[src/rtl/posit_product_buffer.sv]
// Show-ahead FIFO that buffers normalized posit multiplier products for a downstream consumer.
// It also tracks occupancy, a sticky drop flag and saturating counts of accepted zero and NaR products.
module posit_product_buffer #(
    parameter int NBITS = 32,
    parameter int DEPTH = 4
) (
    input  logic                     clk,
    input  logic                     reset_n,
    input  logic                     clear,
    input  logic [NBITS-1:0]         in_result,
    input  logic                     in_inf,
    input  logic                     in_zero,
    input  logic                     in_done,
    output logic [NBITS-1:0]         out_data,
    output logic                     out_inf,
    output logic                     out_zero,
    output logic                     out_valid,
    input  logic                     out_ready,
    output logic [$clog2(DEPTH):0]   count,
    output logic                     almost_full,
    output logic                     overflow,
    output logic [15:0]              zero_cnt,
    output logic [15:0]              nar_cnt
);

    localparam int AW = $clog2(DEPTH);
    localparam int CW = AW + 1;
    localparam logic [CW-1:0] FULL_LVL = CW'(DEPTH);
    localparam logic [CW-1:0] AF_LVL   = CW'(DEPTH - 1);

    logic [NBITS-1:0] mem_data [DEPTH];
    logic             mem_inf  [DEPTH];
    logic             mem_zero [DEPTH];

    logic [AW-1:0]    wr_ptr;
    logic [AW-1:0]    rd_ptr;
    logic [CW-1:0]    count_q;
    logic             overflow_q;
    logic [15:0]      zero_cnt_q;
    logic [15:0]      nar_cnt_q;

    logic             push;
    logic             pop;
    logic             drop;
    logic [NBITS-1:0] w_data;
    logic             w_inf;
    logic             w_zero;

    // Handshake: the head entry transfers on a rising edge where out_valid and out_ready are both high;
    // out_valid never depends on out_ready, and a full FIFO still accepts a product when the head leaves.
    assign pop  = out_valid & out_ready;
    assign push = in_done & ((count_q != FULL_LVL) | pop);
    assign drop = in_done & ~push;

    // NaR wins over zero; both collapse to their canonical encodings.
    always_comb begin
        w_data = in_result;
        w_inf  = 1'b0;
        w_zero = 1'b0;
        if (in_inf) begin
            w_data = {1'b1, {(NBITS-1){1'b0}}};
            w_inf  = 1'b1;
        end else if (in_zero) begin
            w_data = '0;
            w_zero = 1'b1;
        end
    end

    always_ff @(posedge clk or negedge reset_n) begin
        if (!reset_n) begin
            wr_ptr     <= '0;
            rd_ptr     <= '0;
            count_q    <= '0;
            overflow_q <= 1'b0;
            zero_cnt_q <= '0;
            nar_cnt_q  <= '0;
        end else if (clear) begin
            wr_ptr     <= '0;
            rd_ptr     <= '0;
            count_q    <= '0;
            overflow_q <= 1'b0;
            zero_cnt_q <= '0;
            nar_cnt_q  <= '0;
        end else begin
            if (push) begin
                wr_ptr <= wr_ptr + AW'(1);
            end
            if (pop) begin
                rd_ptr <= rd_ptr + AW'(1);
            end
            case ({push, pop})
                2'b10:   count_q <= count_q + CW'(1);
                2'b01:   count_q <= count_q - CW'(1);
                default: count_q <= count_q;
            endcase
            if (drop) begin
                overflow_q <= 1'b1;
            end
            if (push && w_zero && zero_cnt_q != 16'hFFFF) begin
                zero_cnt_q <= zero_cnt_q + 16'd1;
            end
            if (push && w_inf && nar_cnt_q != 16'hFFFF) begin
                nar_cnt_q <= nar_cnt_q + 16'd1;
            end
        end
    end

    // Storage is deliberately left unreset; an empty FIFO masks it at the outputs.
    always_ff @(posedge clk) begin
        if (push && !clear) begin
            mem_data[wr_ptr] <= w_data;
            mem_inf[wr_ptr]  <= w_inf;
            mem_zero[wr_ptr] <= w_zero;
        end
    end

    assign out_valid   = (count_q != '0);
    assign out_data    = out_valid ? mem_data[rd_ptr] : '0;
    assign out_inf     = out_valid & mem_inf[rd_ptr];
    assign out_zero    = out_valid & mem_zero[rd_ptr];
    assign count       = count_q;
    assign almost_full = (count_q >= AF_LVL);
    assign overflow    = overflow_q;
    assign zero_cnt    = zero_cnt_q;
    assign nar_cnt     = nar_cnt_q;

endmodule
[config.mk]
export PLATFORM = sky130hd
export DESIGN_NAME = posit_product_buffer
export DESIGN_NICKNAME = d
export VERILOG_FILES = /design/src/rtl/posit_product_buffer.sv
export SDC_FILE = /design/constraint.sdc
export NUM_CORES = 1
export LEC_CHECK = 0
export CORE_AREA = 4 4 119 121
export CTS_BUF_LIST = sky130_fd_sc_hd__clkbuf_16
export CTS_CLUSTER_SIZE = 25
export DETAILED_ROUTE_END_ITERATION = 6
export DIE_AREA = 0 0 123 125
export DONT_BUFFER_PORTS = 1
export GPL_ROUTABILITY_DRIVEN = 0
export PLACE_DENSITY_LB_ADDON = 0.15
export SETUP_SLACK_MARGIN = 0.05
export SKIP_CTS_REPAIR_TIMING = 1
export SYNTH_ARGS = -nofsm -noshare
export SYNTH_HDL_FRONTEND = slang
export SYNTH_SLANG_ARGS = --single-unit
[constraint.sdc]
create_clock -name clk -period 3.12 [get_ports clk]
set_clock_uncertainty 0.2 [all_clocks]
set_input_delay 0.312 -clock clk [delete_from_list [all_inputs] [get_ports clk]]
set_output_delay 0.312 -clock clk [all_outputs]
set_load 0.03 [all_outputs]
==> results.py, run 1 <==
metrics = {
    "logic_synthesis": {
        "synth_async_sr_flop_share": 0.227,
        "synth_area_um2": 7790,
        "synth_xor_area_frac": 0.00562,
        "ys_seq_area_frac": 0.653,
        "synth_area_per_cell_um2": 14.9,
        "synth_warnings": 0,
        "synthesis.nets": 570,
        "synthCells": 524,
        "synthDistinctLibCells": 47,
        "synth_seq_cells": 176,
        "yosys.area_share.simple": 0.142,
        "muxShareOfSynthArea": 0.101,
        "synth_top_family_by_area": "simple AND/OR/NAND/NOR gates",
        "synth_flop_cell": "edfxtp_1",
        "synthAdderAreaFrac": 0.0122,
        "synth_edf_count": 136,
        "synth_compound_area_frac": 0.0620,
    },
    "cells_and_area": {
        "final_cell_mix": "edfxtp_1 (136), and2_1 (66), dfrtp_1 (38)",
        "area_growth_pct": 15.7,
        "layout_commonest_cell": "edfxtp_1",
        "stdcell_count": 741,
        "antennaDiodeCount": 0,
        "fillers": 867,
        "fin_nets": 599,
        "drive_above_1_share": 0.152,
    },
    "sta": {
        "hold_viol": 11,
        "final.setup.tns_ns": 0,
        "hold_ws_ns": -0.0343,
        "maxSlewHeadroom": 0.391,
        "period_needed_ns": 2.62,
        "setup_viol": 0,
        "drv_slew": 0,
        "worst_pin_slew_ns": 0.913,
        "period_share": 0.841,
        "fmax_mhz": 381,
        "grt_setup_unrepaired": "no",
    },
    "cts": {
        "clock-sinks": 176,
        "cts_buffers": 17,
        "cts_tree": "built",
        "cts-root-buf": "clkbuf_16",
        "worstSkewPairLatency_ns": 0.42,
        "cts_buffer_depth": 2,
        "clk_pin_slew_ns": 0.06,
        "cts_max_level": 4,
    },
    "setup_path": {
        "cp_slowest_cell": "dlygate4sd3_1",
        "crit_arrival_ns": 2.72,
        "crit_end": "count[2]$_DFFE_PN0P_",
        "cp.required_ns": 3.22,
        "critPathBufInv": 2,
        "critPathLaunch": "count[1]$_DFFE_PN0P_",
        "path_depth": 8,
        "worst_setup_path_start_kind": "flip-flop",
        "r2r_setup_slack_ns": 0.50,
        "max_stage_delay_ns": 0.55,
        "crit_path_end_kind": "flip-flop",
        "critPathKind": "reg -> reg",
        "reg2reg_from": "count[1]$_DFFE_PN0P_",
        "path_max_fanout": 10,
        "crit_family": "buffers and inverters",
        "r2r_cells": 8,
        "r2r-end": "count[2]$_DFFE_PN0P_",
        "crit_chain": "buf_4 > or3_1 > nand2_1 > nor2_1 > fa_1 > nand3_1 > dlygate4sd3_1 > a31oi_1",
    },
    "global_route": {
        "grt_overflow": 0,
        "grt_util_met1": 0.249,
        "grt_max_degree": 41,
        "grt.met3_usage": 0.0659,
        "top_usage_layer": "met2",
        "grtUsageMet2": 0.327,
        "grt_antenna_before_repair": 0,
        "grt_pass1_vias": 4395,
        "grt_util_all_layers": 0.198,
        "grt_pass1_wl_mm": 23.3,
    },
    "floorplanning": {
        "die_h_um": 125,
        "fp.coreArea_um2": 13100,
        "die_x_um": 123,
        "dieArea_um2": 15400,
        "start_util": 0.595,
        "io_pins": 111,
        "num_rows": 42,
    },
    "drt": {
        "viasPerCell": 6.10,
        "first_pass_iters": 4,
        "drt_iter0_drc": 302,
        "wl_mm": 15.1,
        "routedWlPerCell_um": 20.4,
        "dr_total_vias": 4519,
        "drc": 0,
        "ant_nets": 0,
    },
    "placement": {
        "dp_hpwl_mm": 9.28,
        "port_buffers": 0,
        "placed_cells": 675,
    },
    "status": {
        "violations": "negative hold slack",
        "status": "finished, violations left",
    },
    "job": {
        "cap_violations": 0,
    },
    "pwr": {
        "peakVddDrop_mv": 0.358,
        "leakagePower_nw": 3.08,
        "powerDensity_nw_per_um2": 621,
    },
    "hold_path": {
        "worst_hold_path_type": "in -> reg",
    },
}
-- kinds of logic (layout without fill, tap and decap cells) --
logic type / Yosys count / count (layout)
DFF: 176 / 176
xor gates and xnor gates: 5 / 5
adders and majority gates: 7 / 7
muxes: 36 / 36
and+or+nand+nor: 181 / 181
buffers and inverters: 45 / 86
AOI/OAI and AO/OA: 74 / 74
-- per-stage QoR --
stage | power (mW) | worst slack [ns] | util | hold WS [ns] | cell area (µm²)
3_5_place_dp | 3.21 | 0.680 | 0.608 | -0.182 | 7960
5_1_grt | 5.78 | 0.372 | 0.689 | 0.00231 | 9010
6_report | 5.60 | 0.497 | 0.689 | -0.0343 | 9010
2_1_floorplan | 3.12 | 0.302 | - | -0.184 | 7790
4_1_cts | 5.60 | 0.576 | 0.660 | -0.641 | 8630
3_3_place_gp | 3.20 | 0.723 | 0.608 | -0.182 | 7960
-- how the worst min path moves through the flow --
stage             startpoint                   endpoint  slack [ns]  cells after the start
2_1_floorplan        reset_n       count[0]$_DFFE_PN0P_       -0.18                      0
3_3_place_gp         reset_n   zero_cnt[11]$_DFFE_PN0P_       -0.18                      0
3_5_place_dp         reset_n   zero_cnt[13]$_DFFE_PN0P_       -0.18                      0
4_1_cts              reset_n   zero_cnt[13]$_DFFE_PN0P_       -0.64                      0
5_1_grt        in_result[19]  mem_data[0][19]$_DFFE_PP_       0.002                      1
6_report           out_ready       count[0]$_DFFE_PN0P_       -0.03                      2
-- final cells by class --
class | instances | area, µm² | share of cell area
clock inverters | 14 | 248 | 0.0275
clock buffers | 17 | 425 | 0.0472
well taps | 176 | 220 | 0.0244
inverters | 10 | 37.5 | 0.00417
multi-input cells | 303 | 2530 | 0.280
flip-flops and latches | 176 | 5090 | 0.565
repair buffers | 45 | 465 | 0.0517
-- state kept, by name, indices dropped and copies added (netlist names) --
signal	count
rd_ptr	2
overflow	1
count	3
wr_ptr	2
mem_data	128
nar_cnt	16
mem_zero	4
zero_cnt	16
mem_inf	4
-- power by group --
group	total, mW	internal [mW]	switching [mW]
registers	2.61	2.59	0.0256
logic	0.598	0.217	0.381
clock network	2.39	1.57	0.822
total	5.60	4.37	1.23
-- metal layers --
| layer | share of wire | vias to the layer above | wire (µm) |
|---|---|---|---|
| li1 | - | 2109 | - |
| met1 | 0.42 | 2273 | 6310 |
| met3 | 0.062 | 14 | 930 |
| met4 | 0.011 | 0 | 164 |
| met5 | 0 | - | 0 |
| met2 | 0.51 | 123 | 7690 |
-- cell usage after synthesis, types with 2 or more instances --
master    count  share of area
and2_1       70          0.056
a211oi_1      2         0.0019
inv_1        10         0.0048
or4_1        24          0.023
o31a_1        2         0.0022
xor2_1        3         0.0034
or3_1         5         0.0040
nand2_1      16         0.0077
o311ai_0      2         0.0022
nor2b_1       3         0.0024
dfrtp_1      40           0.13
a21o_1        2         0.0019
buf_2         9         0.0058
nand3_1      16          0.010
xnor2_1       2         0.0022
edfxtp_1    136           0.52
o21a_1        2         0.0019
a21oi_1      28          0.018
o41ai_1       2         0.0022
o31ai_1      22          0.021
nand2b_1      3         0.0024
mux4_2       34          0.098
ha_1          6         0.0096
o21ai_0       6         0.0039
and4_1        4         0.0045
nor2_1       14         0.0067
nor4_1        7         0.0056
clkbuf_1     24          0.012
nand4_1      12         0.0096
Note: power is estimated with default switching activity, not from simulation.
==> run 2, diff against run 1 <==
- ABC_AREA: unset -> 1
- CORE_AREA: 4 4 119 121 -> 4 4 125 127
- DIE_AREA: 0 0 123 125 -> 0 0 129 131
- clock period: 3.12 -> 2.15 ns (I/O delays scaled with it)
==> run 2 against run 1 <==
Net effect: the run ends with negative hold slack, negative setup slack left; synthesized cell count rose by 62%; global-route usage rose by 3.1 points; worst hold slack got worse by 0.014 ns; register-to-register slack got worse by 0.54 ns; area after synthesis rose by 4.9%; wire length rose by 35%; critical endpoint is now out_data[30].
==> results.py, run 2 <==
metrics = {
    "cts": {
        "cts_max_level": 4,
        "cts-root-buf": "clkbuf_16",
        "cts_tree": "built",
        "clk_pin_slew_ns": 0.06,
        "clock-sinks": 176,
        "cts_buffers": 17,
        "cts_buffer_depth": 2,
        "worstSkewPairLatency_ns": 0.42,
    },
    "floorplanning": {
        "die_h_um": 131,
        "start_util": 0.567,
        "die_x_um": 129,
        "num_rows": 44,
        "dieArea_um2": 16900,
        "io_pins": 111,
        "fp.coreArea_um2": 14400,
    },
    "logic_synthesis": {
        "synth_seq_cells": 176,
        "synth_area_per_cell_um2": 9.64,
        "synth_flop_cell": "edfxtp_1",
        "synth_common_cells": "nor2_1 (207), nand2_1 (168), edfxtp_1 (136)",
        "synthDistinctLibCells": 30,
        "synth_top_area_cell": "edfxtp_1",
        "synthesis.nets": 894,
        "ys_seq_area_frac": 0.622,
        "synth_async_sr_flop_share": 0.227,
        "netlist.area_leader.share": 0.500,
        "yosysMostFrequentCell": "nor2_1",
        "synth_warnings": 0,
        "ys_top_cells_by_area": "edfxtp_1 (50%), dfrtp_1 (12%), nor2_1 (9.5%), nand2_1 (7.7%), o21ai_0 (4.6%)",
        "synth_area_um2": 8170,
        "synthCells": 848,
        "synth_edf_count": 136,
    },
    "sta": {
        "period_share": 1.04,
        "worst_pin_slew_ns": 1.14,
        "drv_slew": 0,
        "period_needed_ns": 2.24,
        "finalWorstSetupSlack_ns": -0.0856,
        "hold_viol": 2,
        "maxSlewHeadroom": 0.239,
        "setup_viol": 108,
        "hold_ws_ns": -0.0483,
        "fmax_mhz": 447,
        "grt_setup_unrepaired": "yes",
    },
    "pwr": {
        "power.switching_mw": 3.67,
        "sw_frac_of_total": 0.344,
        "seqPwrFrac": 0.363,
        "p_total_mw": 10.7,
        "peakVddDrop_mv": 0.704,
        "combPwrFrac": 0.352,
        "leakagePower_nw": 4.18,
        "powerDensity_nw_per_um2": 1020,
        "clkPwrFrac": 0.285,
        "internal_power_mw": 7.01,
    },
    "drt": {
        "dr_wl_met2_mm": 10.6,
        "wl_met3_mm": 1.55,
        "wl_mm": 20.3,
        "ant_nets": 0,
        "maxUsedRoutingLayer": "met4",
        "viasPerCell": 5.54,
        "dr_total_vias": 6460,
        "wl_met1_mm": 7.96,
        "routedWlPerCell_um": 17.5,
        "drt_iter0_drc": 454,
        "first_pass_iters": 5,
        "drc": 0,
    },
    "global_route": {
        "grt_pass1_vias": 6103,
        "grt_antenna_before_repair": 0,
        "grt_max_degree": 44,
        "grt_util_all_layers": 0.230,
        "grt_pass1_wl_mm": 30.0,
        "grt_overflow": 0,
    },
    "cells_and_area": {
        "drive_above_1_share": 0.202,
        "top_register": "mem_data",
        "largest_reg_flops": 128,
        "area_growth_pct": 27.8,
        "fin_nets": 1016,
        "utilization": 0.724,
        "final_cell_mix": "nor2_1 (198), nand2_1 (165), edfxtp_1 (136)",
        "stdcell_area_um2": 10400,
        "antennaDiodeCount": 0,
        "layout_commonest_cell": "nor2_1",
    },
    "job": {
        "cap_violations": 0,
    },
    "placement": {
        "place_ws_ns": -0.0594,
        "dp_hpwl_mm": 11.8,
        "placed_area_um2": 9010,
        "port_buffers": 0,
    },
    "setup_path": {
        "cp_slowest_cell": "dfrtp_2",
        "worst_setup_path_start_kind": "flip-flop",
        "crit_path_end_kind": "primary output",
        "path_max_fanout": 9,
        "crit_chain": "buf_6 > clkbuf_16 > nor2_1 > nor2_1 > o21ai_2 > a21oi_4 > buf_6",
        "max_stage_delay_ns": 0.46,
        "critPathKind": "reg -> out",
        "cp.required_ns": 1.74,
        "crit_arrival_ns": 1.82,
    },
    "status": {
        "status": "finished, violations left",
        "violations": "negative hold slack, negative setup slack",
    },
    "hold_path": {
        "worst_hold_path_type": "in -> reg",
    },
}
## run 2: kinds of logic after synthesis
kind of cell / count (synthesis) / share of synthesized area
xor+xnor: 11 / 0.0118
fa+ha+maj: 7 / 0.0116
flops: 176 / 0.622
buf+inv: 79 / 0.0400
compound gates: 118 / 0.0744
simple gates: 457 / 0.240
## run 2: worst paths after layout
check	start	end	slack, ns	depth (start not counted)
setup / recovery	rd_ptr[0]$_DFFE_PN0P_	out_data[30]	-0.09	7
hold / removal	out_ready	rd_ptr[1]$_DFFE_PN0P_	-0.05	4
setup reg to reg	count[2]$_DFFE_PN0P_	mem_data[1][27]$_DFFE_PP_	-0.04	5
hold reg to reg	zero_cnt[4]$_DFFE_PN0P_	zero_cnt[4]$_DFFE_PN0P_	0.43	2
max in group asynchronous	reset_n	rd_ptr[0]$_DFFE_PN0P_	1.40	2
min in group asynchronous	reset_n	zero_cnt[10]$_DFFE_PN0P_	0.14	2
## run 2: cell type report
type	count	area, µm²
inverters	40	158
repair buffers	142	1460
clock buffers	17	425
well taps	184	230
clock inverters	14	156
multi-input cells	593	2930
flip-flops and latches	176	5090
fillers	1002	3980
## run 2: routing by layer
metal / vias up / GRT usage
li1: 3102 / -
met1: 3098 / 0.283
met2: 241 / 0.407
met3: 19 / 0.0549
met4: 0 / 0.0618
met5: - / 0
## run 2: metrics by stage
| stage | std cells | TNS (ns) |
|---|---|---|
| floorplan | 848 | 0 |
| global placement | 1084 | -1.71 |
| detailed placement | 1084 | -3.04 |
| CTS | 1115 | -11.91 |
| global route | 1166 | -14.28 |
| finish | 1166 | -2.94 |
## run 2: power groups by stage
stage,combinational (mW),clock (mW),sequential [mW]
6_report,3.76,3.04,3.87
5_1_grt,4.00,3.24,3.88
4_1_cts,2.89,3.08,3.86
3_5_place_dp,2.89,0,3.93
3_3_place_gp,2.83,0,3.93
2_1_floorplan,1.77,0,3.98
## run 2: critical path: cells and delay by family, from the launching register on
kind                   cells  cell delay (ns)
flip-flops                 1             0.46
buffers and inverters      3             0.47
AO/OA/AOI/OAI              2             0.27
AND/OR/NAND/NOR            2             0.20
==> run 3, diff against run 2 <==
- ABC_AREA: 1 -> unset
- CORE_AREA: 4 4 125 127 -> 4 4 122 124
- DIE_AREA: 0 0 129 131 -> 0 0 126 128
==> run 3 against run 2 <==
Net effect: the run ends with negative setup slack left; clock-buffer cell count is the same; wire length decreased by 13%; register-to-register slack got worse by 0.09 ns; global-route usage down 2.3 points; non-clock buffer count decreased by 2; highest routed layer unchanged.
==> results.py, run 3 (synthesis results as in run 1) <==
metrics = {
    "global_route": {
        "grt_util_all_layers": 0.206,
        "grtUsageMet2": 0.343,
        "top_usage_layer": "met2",
        "grt_overflow": 0,
        "grt.met3_usage": 0.0654,
        "grt_pass1_wl_mm": 25.7,
        "grt_util_met1": 0.254,
        "grt_pass1_vias": 4875,
        "grt_max_degree": 41,
        "grt_antenna_before_repair": 0,
    },
    "setup_path": {
        "r2r_cells": 7,
        "worst_setup_path_start_kind": "flip-flop",
        "reg2reg_from": "count[2]$_DFFE_PN0P_",
        "crit_arrival_ns": 1.94,
        "critPathKind": "reg -> out",
        "r2r-end": "count[1]$_DFFE_PN0P_",
        "crit_path_end_kind": "primary output",
        "path_max_fanout": 6,
        "cp.required_ns": 1.74,
        "r2r_setup_slack_ns": -0.13,
    },
    "cts": {
        "cts-root-buf": "clkbuf_16",
        "cts_buffers": 17,
        "cts_tree": "built",
        "clock-sinks": 176,
        "worstSkewPairLatency_ns": 0.43,
        "cts_buffer_depth": 2,
        "clk_pin_slew_ns": 0.07,
        "cts_max_level": 4,
    },
    "placement": {
        "placed_cells": 760,
        "dp_hpwl_mm": 10.1,
        "port_buffers": 0,
    },
    "floorplanning": {
        "die_x_um": 126,
        "die_h_um": 128,
        "start_util": 0.565,
        "num_rows": 43,
        "dieArea_um2": 16100,
        "io_pins": 111,
        "fp.coreArea_um2": 13800,
    },
    "job": {
        "cap_violations": 0,
    },
    "hold_path": {
        "whs_path_depth": 4,
        "worst_hold_path_type": "in -> reg",
        "whs_endpoint": "nar_cnt[14]$_DFFE_PN0P_",
        "worstHoldStart": "in_done",
    },
    "sta": {
        "fmax_mhz": 425,
        "maxSlewHeadroom": 0.584,
        "setup_viol": 37,
        "final.setup.tns_ns": -5.98,
        "grt_setup_unrepaired": "yes",
        "period_needed_ns": 2.36,
        "finalWorstSetupSlack_ns": -0.205,
        "period_share": 1.10,
        "drv_slew": 0,
        "worst_pin_slew_ns": 0.618,
        "hold_viol": 0,
    },
    "drt": {
        "routedWlPerCell_um": 21.1,
        "ant_nets": 0,
        "wl_mm": 17.8,
        "drc": 0,
        "first_pass_iters": 5,
        "drt_iter0_drc": 414,
        "dr_total_vias": 5084,
        "viasPerCell": 6.02,
    },
    "status": {
        "status": "finished, violations left",
        "violations": "negative setup slack",
    },
    "cells_and_area": {
        "final_cell_mix": "edfxtp_1 (136), buf_4 (50), and2_4 (42)",
        "fin_nets": 698,
        "stdcell_count": 845,
        "regArea_um2": 5100,
        "layout_commonest_cell": "edfxtp_1",
        "drive_above_1_share": 0.380,
        "utilization": 0.739,
        "antennaDiodeCount": 0,
        "fillers": 837,
        "top_register": "mem_data",
        "multi_input_area_um2": 2780,
        "area_growth_pct": 30.8,
        "largest_reg_flops": 128,
    },
    "pwr": {
        "peakVddDrop_mv": 0.470,
        "powerDensity_nw_per_um2": 806,
        "power.switching_mw": 2.04,
        "sw_frac_of_total": 0.249,
        "leakagePower_nw": 3.67,
        "seqPwrFrac": 0.462,
        "clkPwrFrac": 0.372,
        "combPwrFrac": 0.166,
        "internal_power_mw": 6.16,
    },
}
==> run 3: per-layer routing <==
layer  part of all wire  vias to the layer above
li1                   -                     2322
met2               0.52                      155
met3              0.062                       16
met5                  0                        -
met4              0.012                        0
met1               0.40                     2591
==> run 3: final cells by class <==
class / count / area share
Sequential cell: 176 / 0.500
Multi-Input combinational cell: 307 / 0.273
Timing Repair Buffer: 140 / 0.143
Clock buffer: 17 / 0.0418
Tap cell: 180 / 0.0221
Clock inverter: 15 / 0.0157
Inverter: 10 / 0.00369
==> run 3: worst max path at each step <==
stage / from / endpoint / slack, ns / depth (start not counted)
detailed placement: count[2]$_DFFE_PN0P_ / count[1]$_DFFE_PN0P_ / -0.10 / 7
finish: rd_ptr[0]$_DFFE_PN0P_ / out_data[30] / -0.21 / 5
floorplan: count[0]$_DFFE_PN0P_ / count[1]$_DFFE_PN0P_ / -0.35 / 9
global placement: count[2]$_DFFE_PN0P_ / count[1]$_DFFE_PN0P_ / -0.04 / 7
CTS: rd_ptr[0]$_DFFE_PN0P_ / out_data[14] / -0.31 / 4
global route: rd_ptr[0]$_DFFE_PN0P_ / out_data[30] / -0.26 / 5
==> run 3: stage by stage <==
stage	setup slack (ns)	area [µm²]	hold WS (ns)	power (mW)
after detailed placement	-0.104	8650	-0.279	4.84
after global routing	-0.257	10200	0.0261	8.50
after global placement	-0.0409	8650	-0.279	4.82
after CTS	-0.307	9240	-0.745	7.87
final	-0.205	10200	0.0185	8.21
after floorplan	-0.354	7900	-0.281	4.56
==> run 3: critical path, stage by stage (launching register included) <==
cell and delay (ns):
dfrtp_2 0.39, buf_12 0.15, buf_12 0.13, mux4_2 0.52
and2_4 0.18, buf_6 0.13
==> run 3: power groups by stage <==
| stage | sequential, mW | clock (mW) | combinational [mW] |
|---|---|---|---|
| 3_3_place_gp | 3.85 | 0 | 0.969 |
| 3_5_place_dp | 3.86 | 0 | 0.985 |
| 4_1_cts | 3.79 | 3.10 | 0.988 |
| 6_report | 3.79 | 3.06 | 1.36 |
| 2_1_floorplan | 3.87 | 0 | 0.691 |
| 5_1_grt | 3.79 | 3.27 | 1.44 |
